### config.mk
export PLATFORM = sky130hd
export DESIGN_NAME = alu_arbiter
export DESIGN_NICKNAME = d
export VERILOG_FILES = /design/src/rtl/alu_arbiter.sv
export SDC_FILE = /design/constraint.sdc
export NUM_CORES = 1
export LEC_CHECK = 0
export CORE_ASPECT_RATIO = 0.6
export CORE_UTILIZATION = 35
export CTS_BUF_LIST = sky130_fd_sc_hd__clkbuf_2
export CTS_CLUSTER_DIAMETER = 200
export CTS_CLUSTER_SIZE = 8
export DETAILED_ROUTE_END_ITERATION = 10
export GPL_TIMING_DRIVEN = 0
export HOLD_SLACK_MARGIN = 0.1
export PLACE_DENSITY = 0.78
export REMOVE_ABC_BUFFERS = 1
export SETUP_SLACK_MARGIN = 0.1
export SKIP_LAST_GASP = 1
export SLEW_MARGIN = 10
export SYNTH_ARGS = -nofsm -noshare
export SYNTH_HDL_FRONTEND = slang
export SYNTH_SLANG_ARGS = --single-unit
### constraint.sdc
create_clock -name clk -period 1.4 [get_ports clk]
set_clock_uncertainty 0.2 [all_clocks]
set_input_delay 0.21 -clock clk [delete_from_list [all_inputs] [get_ports clk]]
set_output_delay 0.21 -clock clk [all_outputs]
set_load 0.1 [all_outputs]
### src/rtl/alu_arbiter.sv
// rtl/alu_arbiter.sv - round-robin arbiter sharing one 4-bit ALU between NREQ requesters (optional stat_ops counter: ALU_ARB_STATS_EN)
module alu_arbiter #(
    parameter int NREQ = 2
) (
    input  logic              clk,
    input  logic              rst,
    input  logic [NREQ-1:0]   req_valid,
    output logic [NREQ-1:0]   req_ready,
    input  logic [4*NREQ-1:0] req_a,
    input  logic [4*NREQ-1:0] req_b,
    input  logic [3*NREQ-1:0] req_op,
    output logic [2:0]        alu_ctr,
    output logic [3:0]        alu_a,
    output logic [3:0]        alu_b,
    input  logic [3:0]        alu_result,
    input  logic [3:0]        alu_flags,
    output logic [NREQ-1:0]   rsp_valid,
    input  logic [NREQ-1:0]   rsp_ready,
    output logic [3:0]        rsp_result,
    output logic [3:0]        rsp_flags,
    output logic              busy,
    output logic [7:0]        stat_ops
);

    localparam int IW = (NREQ > 2) ? 2 : 1;

    typedef enum logic [1:0] {
        IDLE = 2'd0,
        EXEC = 2'd1,
        RESP = 2'd2
    } state_t;

    state_t          state;
    logic [IW-1:0]   rr_ptr;
    logic [IW-1:0]   cur_id;
    logic [IW-1:0]   gnt_id;
    logic [IW-1:0]   next_ptr;
    logic            gnt_found;
    logic            handshake;
    int              idx;

    // Pick the first valid requester at or after rr_ptr, wrapping around
    always_comb begin
        gnt_found = 1'b0;
        gnt_id    = '0;
        idx       = 0;
        for (int k = 0; k < NREQ; k++) begin
            idx = int'(rr_ptr) + k;
            if (idx >= NREQ) begin
                idx = idx - NREQ;
            end
            if (!gnt_found && req_valid[idx]) begin
                gnt_found = 1'b1;
                gnt_id    = IW'(idx);
            end
        end
    end

    // Grant is only offered in IDLE; the handshake completes in that same cycle
    always_comb begin
        req_ready = '0;
        for (int i = 0; i < NREQ; i++) begin
            req_ready[i] = (state == IDLE) && gnt_found && (gnt_id == IW'(i));
        end
    end

    assign next_ptr  = (gnt_id == IW'(NREQ - 1)) ? '0 : gnt_id + 1'b1;
    assign handshake = (state == RESP) && rsp_ready[cur_id];
    assign busy      = (state != IDLE);

    // Control FSM: issue to the ALU, capture its result, hold the response until consumed
    always_ff @(posedge clk or posedge rst) begin
        if (rst) begin
            state      <= IDLE;
            rr_ptr     <= '0;
            cur_id     <= '0;
            alu_ctr    <= 3'd0;
            alu_a      <= 4'd0;
            alu_b      <= 4'd0;
            rsp_valid  <= '0;
            rsp_result <= 4'd0;
            rsp_flags  <= 4'd0;
        end else begin
            case (state)
                IDLE: begin
                    if (gnt_found) begin
                        alu_ctr <= req_op[3*gnt_id +: 3];
                        alu_a   <= req_a[4*gnt_id +: 4];
                        alu_b   <= req_b[4*gnt_id +: 4];
                        cur_id  <= gnt_id;
                        rr_ptr  <= next_ptr;
                        state   <= EXEC;
                    end
                end
                EXEC: begin
                    rsp_result <= alu_result;
                    rsp_flags  <= alu_flags;
                    rsp_valid  <= NREQ'(1) << cur_id;
                    state      <= RESP;
                end
                RESP: begin
                    if (handshake) begin
                        rsp_valid <= '0;
                        state     <= IDLE;
                    end
                end
                default: begin
                    state <= IDLE;
                end
            endcase
        end
    end

`ifdef ALU_ARB_STATS_EN
    logic [7:0] ops_cnt;

    // Count consumed responses, sticking at 255
    always_ff @(posedge clk or posedge rst) begin
        if (rst) begin
            ops_cnt <= 8'd0;
        end else if (handshake && (ops_cnt != 8'hFF)) begin
            ops_cnt <= ops_cnt + 8'd1;
        end
    end

    assign stat_ops = ops_cnt;
`else
    assign stat_ops = 8'd0;
`endif

endmodule

After elaboration in Yosys (flattened, before gate mapping)

Cells that the tools add are included.

Register bits after elaboration: 25
Input bits: 36
Output and inout bits: 32
Logic and storage cells: 59

Add/sub/neg operators: 4
Multiply operators: 1
Magnitude comparators: 5
Equal/unequal tests: 4
Shift operators: 4
Muxes and demuxes: 19
Bitwise gates (word level): 1
Reduce and logical (&&, ||, !) cells: 12

Operator list:

| kind                                                                                 | count |
|---|---|
| 32-bit by 3-bit less-than comparator with 1-bit output (second input constant)       | 2 |
| 32-bit two-way mux                                                                   | 2 |
| 8-bit by 4-bit indexed part select with 4-bit output                                 | 2 |
| 1-bit two-way mux                                                                    | 13 |
| 2-bit case mux with 3 select lines                                                   | 1 |
| 2-bit AND reduction                                                                  | 3 |
| 6-bit by 4-bit indexed part select with 3-bit output                                 | 1 |
| 1-bit logical AND                                                                    | 5 |
| 2-bit two-way mux                                                                    | 2 |
| 2-bit inequality test (second input constant)                                        | 2 |
| 2-bit case mux with 2 select lines                                                   | 1 |
| 2-bit nonzero test                                                                   | 2 |
| 2-bit by 1-bit multiplier with 3-bit output (first input constant)                   | 1 |
| 1-bit by 2-bit subtractor with 3-bit output (second input constant)                  | 1 |
| 2-bit by 2-bit subtractor with 3-bit output (second input constant)                  | 1 |
| 1-bit by 1-bit adder with 2-bit output (second input constant)                       | 1 |
| 2-bit by 1-bit equality test with 1-bit output (second input constant)               | 1 |
| 2-bit equality test (second input constant)                                          | 1 |
| 1-bit by 2-bit greater-or-equal comparator with 1-bit output (second input constant) | 1 |
| 2-bit greater-or-equal comparator (second input constant)                            | 1 |
| 2-bit zero test                                                                      | 1 |
| 1-bit by 2-bit less-than comparator with 1-bit output (second input constant)        | 1 |
| 1-bit by 1-bit left shift with 2-bit output (first input constant)                   | 1 |
| 1-bit adder (second input constant)                                                  | 1 |
| other kinds (2)                                                                      | 2 |

Longest topological paths before layout

Gate-level depths: netlist of the first run.

Word-level depth: 11
Depth in mapped cells: 4
Mapped depth without buffers: 3

Worst setup path after synthesis of the first run

OpenSTA, ideal clock, no wires.

Kind: register -> output
Start: reg state[1]
End: out req_ready[0]
Data arrival time: 1.608 ns
Required time: 0.990 ns
Slack: -0.618 ns
Stages on the path, launching flop included: 4
Path buffers: 1
Path through: dfrtp_1 nor2_2 clkbuf_1 and2_1

Word-level cells in the longest chain between the ends: 3

RTL lines:

| what                           | line | RTL |
|---|---|---|
| start, declared                | 33   | `state_t state;` |
| start signal, assigned         | 74   | `state <= IDLE;` |
| start signal, assigned         | 92   | `state <= EXEC;` |
| start signal, assigned         | 99   | `state <= RESP;` |
| 2-bit zero test                | 63   | `req_ready[i] = (state == IDLE) && gnt_found && (gnt_id == IW'(i));` |
| 1-bit logical AND (2 in a row) | 63   |  |
| end, declared                  | 8    | `output logic [NREQ-1:0] req_ready,` |

No other way between the ends.

Worst setup path in the final report of the first run

Start: reg state[0]
End: out req_ready[1]

Same word-level chain as after synthesis.

==> results.md, run 1 <==
- Setup repair after global routing could not meet its margin everywhere.
- The leftover overflow at the end of global routing is 0.
- Summing the areas of all xor and xnor instances in the mapped netlist gives 0% of the synthesized area.
- The highest attainable clock frequency is 530.4 MHz.
- The number of antenna diodes in the final layout is 0.
- The count of vias placed by the detailed router is approximately 1100.
- The worst slew margin relative to its limit is 59.20%.
- The synthesized netlist devotes between 10% and 20% of its cell area to compound gates.
- The average routed wire per standard cell is ~17 um.
- Clock-pin slew was measured on the worst setup and hold paths at ~0.26 ns.
- The detailed router finished its first iteration with 31 violations.
- The final standard cell utilization of the core is 76.29%.
- The number of global-route vias before repair is 1009.
- The critical path start-end classification is reg2out.
- The number of buffer cells added on primary ports is 59.
- CTS built an H-tree with a depth of 1.
- The share of cell area taken by muxes after synthesis is 8.639%.
- Sorting the synthesized cells by how often they occur yields sky130_fd_sc_hd__dfrtp_1, sky130_fd_sc_hd__a221o_1, sky130_fd_sc_hd__and3_1, sky130_fd_sc_hd__buf_4, sky130_fd_sc_hd__mux2_2.
- The width of the chip is 76.28 um.
- Of the available clock period, the critical path in the final layout requires 134.7%.
- Of the post-synthesis cell area, the dominant cell type holds 54.00%.
- In this run, distinct cell masters in the synthesized netlist total 26.
- Data arrives at the worst endpoint at between 1 and 1.5 ns.
- The count of maximum capacitance violations is 0.
- The initial antenna violation count is 0.
- The number of clock buffers added by TritonCTS is 3.
- The clock sink total is 25.
- The share of synthesized cell area in and, or, nand and nor gates is 10.58%.
- The mapped netlist covers 1159 um^2.
- Once placement finished, the instance area stood at 1733 um^2.
- The type of origin of the critical path is a flip-flop.
- The via count normalized by instance count is 4.894.
- The final reports fail on negative hold slack, negative setup slack.
- The number of failing setup endpoints in the final timing report is 48.
- Global routing used 18.40% of the available tracks across all layers.
- The multi-input combinational cells in the finished layout cover a total of ~550 um^2.
- The total area inside the core boundary comes to 3003 um^2.
- The wire length of the first global-routing pass is 4864 um.
- Hold repair after CTS inserted 0 buffers.
- The wire-length estimate of the detail-placed layout is 2129 um.
- The count of boundary I/O pins is approximately 70.
- The final design instance area without fill is 2291 um^2.
- The sequential area share after synthesis is 54.00%.
- After detailed placement, the design holds a cell count of between 150 and 200.
- The largest total area in the synthesized netlist belongs to sky130_fd_sc_hd__dfrtp_1.
- The number of nets in the final layout is roughly 210.
- During synthesis, Yosys emitted a total of 0 warnings.
- The root cell of the clock tree is sky130_fd_sc_hd__clkbuf_2.
- The path category of the worst min-delay check is in2async.
- The initial utilization of the core area, before any placement, comes to slightly below 40%.
- In the post-synthesis netlist, the biggest area contributors are sky130_fd_sc_hd__dfrtp_1, sky130_fd_sc_hd__a221o_1, sky130_fd_sc_hd__mux2_2, sky130_fd_sc_hd__and3_1, sky130_fd_sc_hd__buf_4.
- Compared with the post-synthesis result, the final layout area differs by 97.73%.
- The largest family of logic cells by synthesized area is compound AO/OA/AOI/OAI gates.
- The largest net degree at the start of global routing is 26.
- The number of optimization iterations in the first detailed-route pass is 4.
- The adder-cell area share of the yosys netlist is 0%.
- The die covers ~3600 um^2.
- The final-layout fill cell count is around 190.
- In the final layout, flip-flops and latches occupy 626.9 um^2.
- The transition time at the pin with the least slew margin is 0.6119 ns.
- The number of cell rows is 15.
- The largest fanout on the critical path is 5.
- At the worst endpoint, the required time is 0.99 ns.
- The vertical die dimension is 46.57 um.
- TritonCTS built the clock tree.
- The number of remaining DRC errors is 0.
- The worst setup path is captured at a primary output.
- The overall routed net length is 3620 um.
- The worst-case clock buffer depth is 2.
- The time the worst path needs with I/O delays and setup is approximately 1.9 ns.
- The final count of pins violating max slew came to 0.
- Clock latency on the worst-skew pair, taken at its later pin, is approximately 0.39 ns.
- The number of enable flip-flop cells after synthesis is 0.
- At the end of routability-driven placement, the weighted congestion stood at around 0.82.
- Across all setup checks in the final design, the least slack found is -0.4854 ns.
- The most used flip-flop cell after synthesis is sky130_fd_sc_hd__dfrtp_1.
- Counting flops and latches in the post-synthesis netlist gives 25.
- The final hold violation count is 25.
- Cells with a size suffix above 1 make up 41.71% of the layout.
- The mean instance size in the synthesized netlist is 12.33 um^2.
- The tightest hold margin is -0.02313 ns.
- The final instance count without filler cells is 217.
- The count of mapped cells out of synthesis is 94.
- The library cell with the highest instance count after synthesis is sky130_fd_sc_hd__dfrtp_1.
- Once detail routing completed, the nets flagged for antenna violations numbered 0.
- The run finished, with violations left.
- The fraction of registers with async set or reset after synthesis is 100.0%.
-- cells in the final DEF, fill, tap and decap left out --
| master | netlist | routed |
|---|---|---|
| sky130_fd_sc_hd__a221oi_2 | 0 | 1 |
| sky130_fd_sc_hd__nand2_1 | 1 | 1 |
| sky130_fd_sc_hd__buf_8 | 0 | 1 |
| sky130_fd_sc_hd__nand3b_1 | 1 | 1 |
| sky130_fd_sc_hd__clkdlybuf4s50_1 | 0 | 35 |
| sky130_fd_sc_hd__and3_4 | 1 | 1 |
| sky130_fd_sc_hd__conb_1 | 1 | 8 |
| sky130_fd_sc_hd__dfrtp_2 | 0 | 1 |
| sky130_fd_sc_hd__a21oi_1 | 2 | 1 |
| sky130_fd_sc_hd__buf_12 | 0 | 24 |
| sky130_fd_sc_hd__a31oi_4 | 0 | 1 |
| sky130_fd_sc_hd__nor2_4 | 0 | 1 |
| sky130_fd_sc_hd__a21boi_4 | 0 | 1 |
| sky130_fd_sc_hd__a21o_1 | 4 | 4 |
| sky130_fd_sc_hd__and2_4 | 0 | 1 |
| sky130_fd_sc_hd__nand2b_1 | 1 | 1 |
| sky130_fd_sc_hd__a221o_1 | 11 | 11 |
| sky130_fd_sc_hd__buf_6 | 2 | 2 |
| sky130_fd_sc_hd__mux2i_1 | 1 | 1 |
| sky130_fd_sc_hd__mux2_4 | 0 | 8 |
| sky130_fd_sc_hd__nor2b_4 | 0 | 3 |
| sky130_fd_sc_hd__o21ai_2 | 1 | 1 |
| sky130_fd_sc_hd__clkbuf_2 | 0 | 3 |
| sky130_fd_sc_hd__a21oi_2 | 0 | 1 |
| sky130_fd_sc_hd__buf_4 | 8 | 20 |
| sky130_fd_sc_hd__and3_1 | 11 | 11 |
| sky130_fd_sc_hd__inv_1 | 5 | 4 |
| sky130_fd_sc_hd__o221a_2 | 1 | 1 |
| sky130_fd_sc_hd__clkinvlp_4 | 0 | 2 |
| sky130_fd_sc_hd__dfrtp_1 | 25 | 24 |
-- sequential cells by signal (all words and copies together) (netlist names) --
register	cells
alu_a	4
alu_b	4
alu_ctr	3
cur_id	1
rr_ptr	1
rsp_flags	4
rsp_result	4
rsp_valid	2
state	2
-- logic make-up after synthesis --
group	after synthesis
multiplexers	9
AND/OR/NAND/NOR	19
other	1
buffers and inverters	18
AO/OA/AOI/OAI	22
flip-flops	25
-- final cells by class --
type                    count  area share (%)
clock buffers               3          0.6554
clock inverters             1          0.3277
inverters                   5          0.9831
multi-input cells          59           23.92
flip-flops and latches     25           27.36
well taps                  42           2.294
repair buffers             82           44.46
-- critical path, stage by stage, from the launching register on --
cell,delay (ns)
sky130_fd_sc_hd__dfrtp_1,0.48
sky130_fd_sc_hd__nor2_4,0.18
sky130_fd_sc_hd__and3_4,0.24
sky130_fd_sc_hd__buf_12,0.18
-- routing by layer --
layer | part of all wire [%] | global-route usage (%) | up-vias
met1 | 42 | 22.79 | 539
met5 | 0 | 0 | -
met2 | 55 | 34.23 | 30
li1 | - | - | 491
met4 | 0.55 | 4.615 | 0
met3 | 2.6 | 3.564 | 2
-- metrics by stage --
stage	worst slack, ns	setup TNS (ns)
floorplan	-0.5546	-6.988
global placement	-1.656	-27.98
detailed placement	-1.731	-31.40
CTS	-0.4733	-6.094
global route	-0.5449	-11.03
finish	-0.4854	-8.555
-- worst paths after layout --
path                       startpoint           end  slack, ns  cells past startpoint
min in group clk             req_b[7]      alu_b[3]       0.21                      2
min reg2reg                    rr_ptr        rr_ptr       0.40                      1
max reg2reg                  state[0]      alu_b[1]      -0.39                      5
min                               rst  rsp_flags[3]      -0.02                      2
max in group asynchronous         rst      state[1]       0.68                      2
max                          state[0]  req_ready[1]      -0.49                      3
-- what timing repair did --
item	4_1_cts	5_1_grt
gates cloned	1	0
buffers inserted	15	8
gates resized for setup	225	14
endpoints found under the setup margin	49	50
pin swaps	3	5
endpoints found under the hold margin	0	25
Power of run 1 is left out: the tool's default activity adds up to more than one toggle a clock period on the data nets, which glitch-free logic cannot reach.
==> run 2, diff against run 1 <==
CTS_CLUSTER_DIAMETER = 80   (was 200)
SLEW_MARGIN = 20   (was 10)
TNS_END_PERCENT = 1   (was default)
==> results.md, run 2 (synthesis results as in run 1) <==
- The leftover overflow at the end of global routing is 0 (unchanged).
- The number of failing setup endpoints in the final timing report is 48 (unchanged).
- The period utilization is 133.2% (-1.5 points).
- The average routed wire per standard cell was 14.36 um (-14%).
- The detailed router's first-iteration violation count came to 35 (+13%).
- The flow ran to the end, but the final reports show violations.
- The library cell used most frequently in the layout, excluding fill and tap cells, is sky130_fd_sc_hd__clkdlybuf4s50_1.
- The clock tree from TritonCTS is built.
- The count of maximum capacitance violations is 0 (unchanged).
- The worst-case clock buffer depth is 2 (unchanged).
- The worst slew margin relative to its limit was 41.03% (-18 points).
- The count of H-tree levels built during CTS is 1 (unchanged).
- The type of origin of the critical path is a flip-flop.
- The clock sink total is 25 (unchanged).
- The path category of the worst min-delay check is in2async.
- The final weighted congestion in routability-driven placement is 0.8151 (unchanged).
- The total cell area at the placement stage is 1733 um^2 (unchanged).
- The number of global-route vias before repair came to 973 (-3.6%).
- The transition time at the pin with the least slew margin is 0.8791 ns (+0.2672 ns).
- The initial core utilization is 38.58% (unchanged).
- The endpoint required time on the critical path was 0.99 ns (about the same).
- The worst setup path is of the reg2out kind.
- The post-cts hold buffer count came to 0 (unchanged).
- The final count of pins violating max slew is 0 (unchanged).
- The number of cell rows is 15 (unchanged).
- In the layout the commonest cells are sky130_fd_sc_hd__clkdlybuf4s50_1, sky130_fd_sc_hd__dfrtp_1, sky130_fd_sc_hd__clkdlybuf4s15_2.
- The final hold violation count was 25 (unchanged).
- The tightest hold margin was -0.02151 ns (+0.001627 ns).
- The largest net degree at the start of global routing is 26 (unchanged).
- The clock-pin slew reported for the worst setup and hold paths after clock tree synthesis is 0.24 ns (-0.02 ns).
- The vertical die dimension came to 46.57 um (unchanged).
- The overall routed net length is 2872 um (-21%).
- The number of buffer cells added on primary ports is 59 (unchanged).
- The clock insertion delay at the later pin of the skew report is 0.36 ns (-0.03 ns).
- The width of the chip is 76.28 um (unchanged).
- The signal arrival time at the worst endpoint came to 1.45 ns (-0.03 ns).
- The least setup slack across all paths after layout was -0.4642 ns (+0.02118 ns).
- The cell sitting at the root of the clock tree is a sky130_fd_sc_hd__clkbuf_2.
- The via count normalized by instance count came to 4.935 (+0.84%).
- The relative area change from synthesis to final layout is 61.56%.
- Setup repair after global routing could not meet its margin everywhere.
- The time the worst path needs with I/O delays and setup was 1.864 ns (-0.02118 ns).
- The count of vias placed by the detailed router came to 987 (-7.1%).
- The final reports fail on negative hold slack, negative setup slack.
- The number of antenna repair diodes is 0 (unchanged).
- The placed wire-length estimate after detailed placement is 2129 um (unchanged).
- The initial antenna violation count was 0 (unchanged).
- The number of nets in the final layout is 195 (-8.0%).
- The sort of element at the end of the critical path is a primary output.
- The aggregate global-route resource usage came to 16.42% (-2.0 points).
- The highest attainable clock frequency came to 536.4 MHz (+1.1%).
- The ratio of cells with drive above 1 in the final layout was 31.65% (-10 points).
- The number of remaining DRC errors is 0 (unchanged).
- The total die area is 3552 um^2 (unchanged).
- The largest fanout on the critical path is 8 (+3).
- The final design instance area without fill is 1872 um^2 (-18%).
- The number of buffers created by CTS is 3 (unchanged).
- The area of the core is 3003 um^2 (unchanged).
- The wire length of the first global-routing pass came to 4416 um (-9.2%).
- The remaining antenna violation count after routing is 0 (unchanged).
- The count of boundary I/O pins is 68 (unchanged).
- The number of optimization iterations in the first detailed-route pass is 4 (unchanged).
-- run 2: cell count changes in the layout (fill, tap and decap cells not counted), sizes merged --
| cell | before | now |
|---|---|---|
| buf | 47 | 10 |
| clkdlybuf4s15 | 0 | 21 |
| clkinv | 0 | 1 |
| clkinvlp | 2 | 1 |
| nor2b | 3 | 2 |
-- run 2: what timing repair did --
item / in CTS / in global routing
cloned: 0 / 0
hold endpoints to repair: 0 / 25
endpoints found under the setup margin: 49 / 49
gates resized for setup: 92 / 0
buffers inserted: 6 / 1
pin swaps: 3 / 2
-- run 2: worst paths after layout --
check                              from            to  slack [ns]  cells past startpoint
min                                 rst        rr_ptr       -0.02                      2
max in group asynchronous           rst      state[1]        0.58                      2
max                            state[0]  req_ready[1]       -0.46                      3
max reg2reg                    state[1]  rsp_flags[3]       -0.37                      3
min in group clk           alu_flags[0]  rsp_flags[0]        0.22                      2
min reg2reg                rsp_flags[0]  rsp_flags[0]        0.32                      1
-- run 2: routing by layer --
metal	GRT usage, %	wire length, um	up-vias
met5	0	0	-
met1	19.75	1185	488
met3	3.564	101	3
met2	30.27	1569	36
met4	5.769	16	0
li1	-	-	460
-- run 2: critical path, stage by stage (launching register included) --
cell                      delay (ns)
sky130_fd_sc_hd__dfrtp_1        0.47
sky130_fd_sc_hd__nor2_4         0.20
sky130_fd_sc_hd__and3_4         0.24
sky130_fd_sc_hd__buf_12         0.17
-- run 2: per-stage QoR --
step / setup TNS (ns) / util [%] / setup WS, ns / cells / hold WS, ns
floorplan: -6.988 / - / -0.5546 / 88 / 0.03732
global placement: -27.98 / 57.71 / -1.656 / 189 / 0.2725
detailed placement: -31.40 / 57.71 / -1.731 / 189 / 0.2791
CTS: -15.85 / 62.08 / -0.4918 / 199 / 0.1347
global route: -19.49 / 62.33 / -0.5774 / 200 / 0.01073
finish: -15.53 / 62.33 / -0.4642 / 200 / -0.02151
-- run 2: area by class of cell --
class	instances	area (um^2)
multi-input cells	58	466.7
well taps	42	52.55
clock inverters	1	7.507
clock buffers	3	15.01
fillers	242	1131
repair buffers	66	684.4
inverters	5	18.77
flip-flops and latches	25	626.9
Power of run 2 is left out for the same reason.
==> variant 1, RTL diff (config.mk and constraints of run 2) <==
Add a define of `ALU_ARB_STATS_EN`.
--- a/src/rtl/alu_arbiter.sv
+++ b/src/rtl/alu_arbiter.sv
@@ -1,2 +1,4 @@
 // rtl/alu_arbiter.sv - round-robin arbiter sharing one 4-bit ALU between NREQ requesters (optional stat_ops counter: ALU_ARB_STATS_EN)
+`define ALU_ARB_STATS_EN
+
 module alu_arbiter #(
Check against the original RTL: not equivalent (Yosys sat finds a counterexample within 4 cycles, from zero or initial values and one cycle with rst high).
==> variant 1 against run 2 <==
  * Design area increased by 23%
  * Area after synthesis increased by 26%
  * Non-clock buffer count up 8
  * Synthesized cell count rose by 41%
  * Sequential cell count grew 8
  * The flow finishes with violations (negative setup slack)
  * Die area up 25%
  * Largest cell class is now registers
  * Register-to-register slack got worse by 0.02 ns
  * Worst setup slack improved by 0.074 ns
  * Final cell count rose by 28%
  * Count of clock-buffer cells in the layout is 2 higher
  * Routed wire length rose by 29%
Power is left out: the tool's default activity adds up to more than one toggle a clock period on the data nets, which glitch-free logic cannot reach.
==> variant 1: results (changes against run 2) <==
CTS
  • Clock-pin slew on the worst setup and hold paths: 0.16 ns (-0.08 ns)
  • Insertion delay to the later sink of the worst-skew pair: 0.34 ns (-0.02 ns)
  • Number of gates resized after CTS: 121 (+32%)
  • Number of CTS-inserted buffers: 5 (+2)

Drt
  • Routed length on met3: 255 microns (+150%)
  • Average detailed-routed wire length per instance: 14.5 microns (+0.74%)
  • DR WL met2: 1550 microns (-0.96%)
  • First-iteration detailed-routing DRC count: 123 (+250%)
  • Vias after detailed routing: 1256 (+27%)
  • Number of optimization iterations in the first detailed-route pass: 5 (+1)
  • Routed length on met1: 1890 microns (+60%)

Run status
  • Violated checks: negative setup slack
  • Status: finished, violations left

Yosys
  • Sequential cell area fraction in the yosys report: 56.6% (+2.6 points)
  • Synth top cells by count: 33 x sky130_fd_sc_hd__dfrtp_1, 29 x sky130_fd_sc_hd__nand2_1, 16 x sky130_fd_sc_hd__inv_1
  • Top cells by area in the synthesized netlist: sky130_fd_sc_hd__dfrtp_1 57%, sky130_fd_sc_hd__a222oi_1 7.5%, sky130_fd_sc_hd__nand2_1 7.5%
  • Mean Syn Cell Area: 11.0 sq um (-11%)
  • Cell variety after synth: 32 (+23%)

Timing
  • Sum of negative setup slack: -17.13 ns (-1.60 ns)
  • Worst hold margin: 0.0642 ns (+0.0857 ns)
  • Final count of negative-setup-slack endpoints: 64 (+33%)
  • Setup slack after layout: -0.391 ns (+0.0737 ns)
  • Worst rel slew slack: 55.3% (+14 points)

Final layout
  • Filler cell count: 340 (+40%)
  • Fraction of final layout cells with drive strength greater than 1: 29.5% (-2.1 points)
  • Non-filler instance count after layout: 257 (+28%)

Setup path
  • Max incr delay on CP: 0.45 ns (-0.02 ns)
  • Arrival time of data at the critical path endpoint: 1.84 ns (+0.39 ns)
  • Master of the slowest instance on the critical path: sky130_fd_sc_hd__dfrtp_2

Place
  • Hpwl dp: 2630 microns (+23%)
  • Total placed cells including tap cells: 242 (+28%)
  • Port bufs: 67 (+14%)

GRT
  • Aggregate global-route resource usage: 18.4% (+2.0 points)
  • Met3 Track Usage GR: 5.87% (+2.3 points)
  • Met1 demand-to-capacity share in global routing: 26.1% (+6.3 points)
  • GRT met2 Usage: 26.7% (-3.5 points)
variant 1: cell types whose count changed after synthesis, moves of 4 or more:
cell                       delta
sky130_fd_sc_hd__nand3_1      +4
sky130_fd_sc_hd__a221o_1     -11
sky130_fd_sc_hd__dfrtp_1      +8
sky130_fd_sc_hd__a222oi_1    +11
sky130_fd_sc_hd__inv_1       +11
sky130_fd_sc_hd__nand2_1     +28
sky130_fd_sc_hd__buf_4        -7
sky130_fd_sc_hd__mux2_2       -5
sky130_fd_sc_hd__and3_1      -10
variant 1: path summary, 6_finish.rpt:
path / start / to / cells after the start
max in group asynchronous: rst / stat_ops[1] / 2
setup reg to reg: stat_ops[1] / stat_ops[1] / 4
min in group clk: alu_result[3] / rsp_result[3] / 3
hold / removal: rst / stat_ops[3] / 2
hold reg to reg: rsp_result[3] / rsp_result[3] / 2
setup / recovery: stat_ops[1] / stat_ops[1] / 4
variant 1: layout make-up:
cell class,instances,area (sq um),area share (%)
Inverter,16,60.1,2.61
Clock inverter,3,12.5,0.543
Multi-Input combinational cell,79,571,24.8
Sequential cell,33,828,36.0
Timing Repair Buffer,74,747,32.4
Tap cell,47,58.8,2.55
Clock buffer,5,25.0,1.09
variant 1: kinds of logic after synthesis:
group           after synthesis  share of synthesized area, %
simple gates                 50                          18.2
flops                        33                          56.6
buf+inv                      21                          5.83
compound gates               20                          13.0
xor+xnor                      5                          3.00
mux                           3                          2.57
fa+ha+maj                     1                         0.857
variant 1: through the flow:
step	utilization [%]	setup WS [ns]
2_1_floorplan	-	-1.06
3_3_place_gp	56.5	-1.46
3_5_place_dp	56.5	-1.45
4_1_cts	59.9	-0.411
5_1_grt	60.1	-0.484
6_report	60.1	-0.391
==> variant 2, RTL diff (config.mk and constraints of run 2) <==
Made on the original files. The 3 states of `state_t` get a one-hot encoding in 3 bits.
--- a/src/rtl/alu_arbiter.sv
+++ b/src/rtl/alu_arbiter.sv
@@ -26,6 +26,6 @@
 
-    typedef enum logic [1:0] {
-        IDLE = 2'd0,
-        EXEC = 2'd1,
-        RESP = 2'd2
+    typedef enum logic [2:0] {
+        IDLE = 3'b001,
+        EXEC = 3'b010,
+        RESP = 3'b100
     } state_t;
Function: no difference found for any inputs over 10 cycles, from zero or initial values and one cycle with rst high; not proved beyond that.
==> variant 2 against run 2 <==
  * The flow finishes with violations (negative setup slack)
  * Maximum frequency shrank 18%
  * Worst hold slack gained 0.033 ns
  * Via count grew 2.4%
  * Sequential cell count grew 1
  * Largest cell class is now registers
  * Utilization shrank 5.1 points
  * Area after synthesis grew 4.5%
  * Critical endpoint is now alu_ctr[0]
  * Count of clock-buffer cells in the layout is the same
  * Worst setup slack lost 0.42 ns
  * Design area grew 0.40%
  * Routed wire length grew 0.42%
Power is not shown: default switching activity piles up to over one toggle a cycle in this logic, so the estimate is an artifact.
==> variant 2: results (changes against run 2) <==
Timing
  • Final hold violation count: 0 (-100%)
  • Final count of negative-setup-slack endpoints: 50 (+4.2%)
  • Worst rel slew slack: 34.9% (-6.1 points)
  • Setup slack after layout: -0.881 ns (-0.417 ns)
  • Worst hold margin: 0.0111 ns (+0.0326 ns)

Final layout
  • Fraction of final layout cells with drive strength greater than 1: 17.4% (-14 points)
  • Number of nets in the finished design: 204 (+4.6%)
  • Filler cell count: 295 (+22%)
  • Non-filler instance count after layout: 212 (+6.0%)

Setup path
  • Largest fanout on the critical path: 14 (+6)
  • Arrival time of data at the critical path endpoint: 2.34 ns (+0.89 ns)
  • R2R Path End: alu_ctr[0]
  • Number of cell instances on the worst register-to-register path: 4 (+1)
  • Master of the slowest instance on the critical path: sky130_fd_sc_hd__dfstp_2

GRT
  • Maximum number of pins on one net before global-route repair: 27 (+3.8%)
  • Aggregate global-route resource usage: 16.4% (+0.023 points)
  • Wire length of the first global-routing pass: 4530 microns (+2.6%)

CTS
  • Insertion delay to the later sink of the worst-skew pair: 0.34 ns (-0.02 ns)

Yosys
  • Sequential cell area fraction in the yosys report: 53.8% (-0.17 points)
  • Synth top cells by count: 25 x sky130_fd_sc_hd__dfrtp_1, 12 x sky130_fd_sc_hd__nor3_1, 11 x sky130_fd_sc_hd__a221o_1, 11 x sky130_fd_sc_hd__nand2_1, 9 x sky130_fd_sc_hd__mux2_2
  • Cell variety after synth: 24 (-7.7%)
  • Mean Syn Cell Area: 11.3 sq um (-8.2%)
  • Top cells by area in the synthesized netlist: sky130_fd_sc_hd__dfrtp_1 52%, sky130_fd_sc_hd__a221o_1 9.1%, sky130_fd_sc_hd__mux2_2 8.4%

Run status
  • Status: finished, violations left
  • Violated checks: negative setup slack

Drt
  • First-iteration detailed-routing DRC count: 19 (-46%)
  • Overall routed net length: 2880 microns (+0.42%)

Place
  • Placement Setup Slack: -2.22 ns (-0.489 ns)
  • Hpwl dp: 2160 microns (+1.7%)
==> variant 2: cell count changes after synthesis, sizes merged, moves of 3 or more <==
cell | before | now
and3 | 12 | 0
nor3 | 0 | 12
nand2 | 1 | 11
nor2 | 1 | 4
==> variant 2: how the worst max path moves through the flow <==
stage	endpoint	slack [ns]	cells after the start
6_report	alu_ctr[0]	-0.88	4
5_1_grt	req_ready[1]	-0.96	3
4_1_cts	req_ready[1]	-0.86	3
3_5_place_dp	req_ready[0]	-2.22	3
3_3_place_gp	req_ready[0]	-2.16	3
2_1_floorplan	req_ready[1]	-2.90	2
==> variant 2: stage by stage <==
step | TNS, ns | cell area (sq um)
floorplan | -44.64 | 1130
global placement | -43.71 | 1780
detailed placement | -40.49 | 1780
CTS | -32.04 | 1860
global route | -37.45 | 1880
finish | -32.63 | 1880
==> variant 2: worst max-delay path, delay by kind of cell (launching register included) <==
kind,cells,cell delay [ns]
AOI/OAI and AO/OA,1,0.42
buffers and inverters,1,0.16
DFF,1,0.58
and+or+nand+nor,2,0.84
==> variant 2: cells by family after synthesis <==
kind of cell,synth area share (%)
AOI/OAI and AO/OA,12.5
other,0.310
buffers and inverters,9.81
and+or+nand+nor,15.2
muxes,8.37
DFF,53.8
==> variant 2: cell type report <==
type / instances / area, sq um / area share [%]
flip-flops and latches: 26 / 652 / 34.7
repair buffers: 65 / 619 / 33.0
multi-input cells: 69 / 495 / 26.4
well taps: 45 / 56.3 / 3.00
clock inverters: 1 / 30.0 / 1.60
clock buffers: 3 / 15.0 / 0.799
inverters: 3 / 11.3 / 0.599
==> variant 2: what timing repair did <==
item                                   4_1_cts  5_1_grt
setup endpoints to repair                   50       50
setup buffers                                4        2
gates resized for setup                     49        0
pin swaps                                    1        1
endpoints found under the hold margin        0       25
==> variant 2: per-layer routing <==
| layer | share of wire (%) | routed length [microns] | GRT usage [%] |
|---|---|---|---|
| met3 | 3.4 | 98 | 3.62 |
| met4 | 0.94 | 27 | 5.56 |
| met2 | 50 | 1430 | 31.7 |
| met5 | 0 | 0 | 0 |
| met1 | 46 | 1330 | 19.3 |
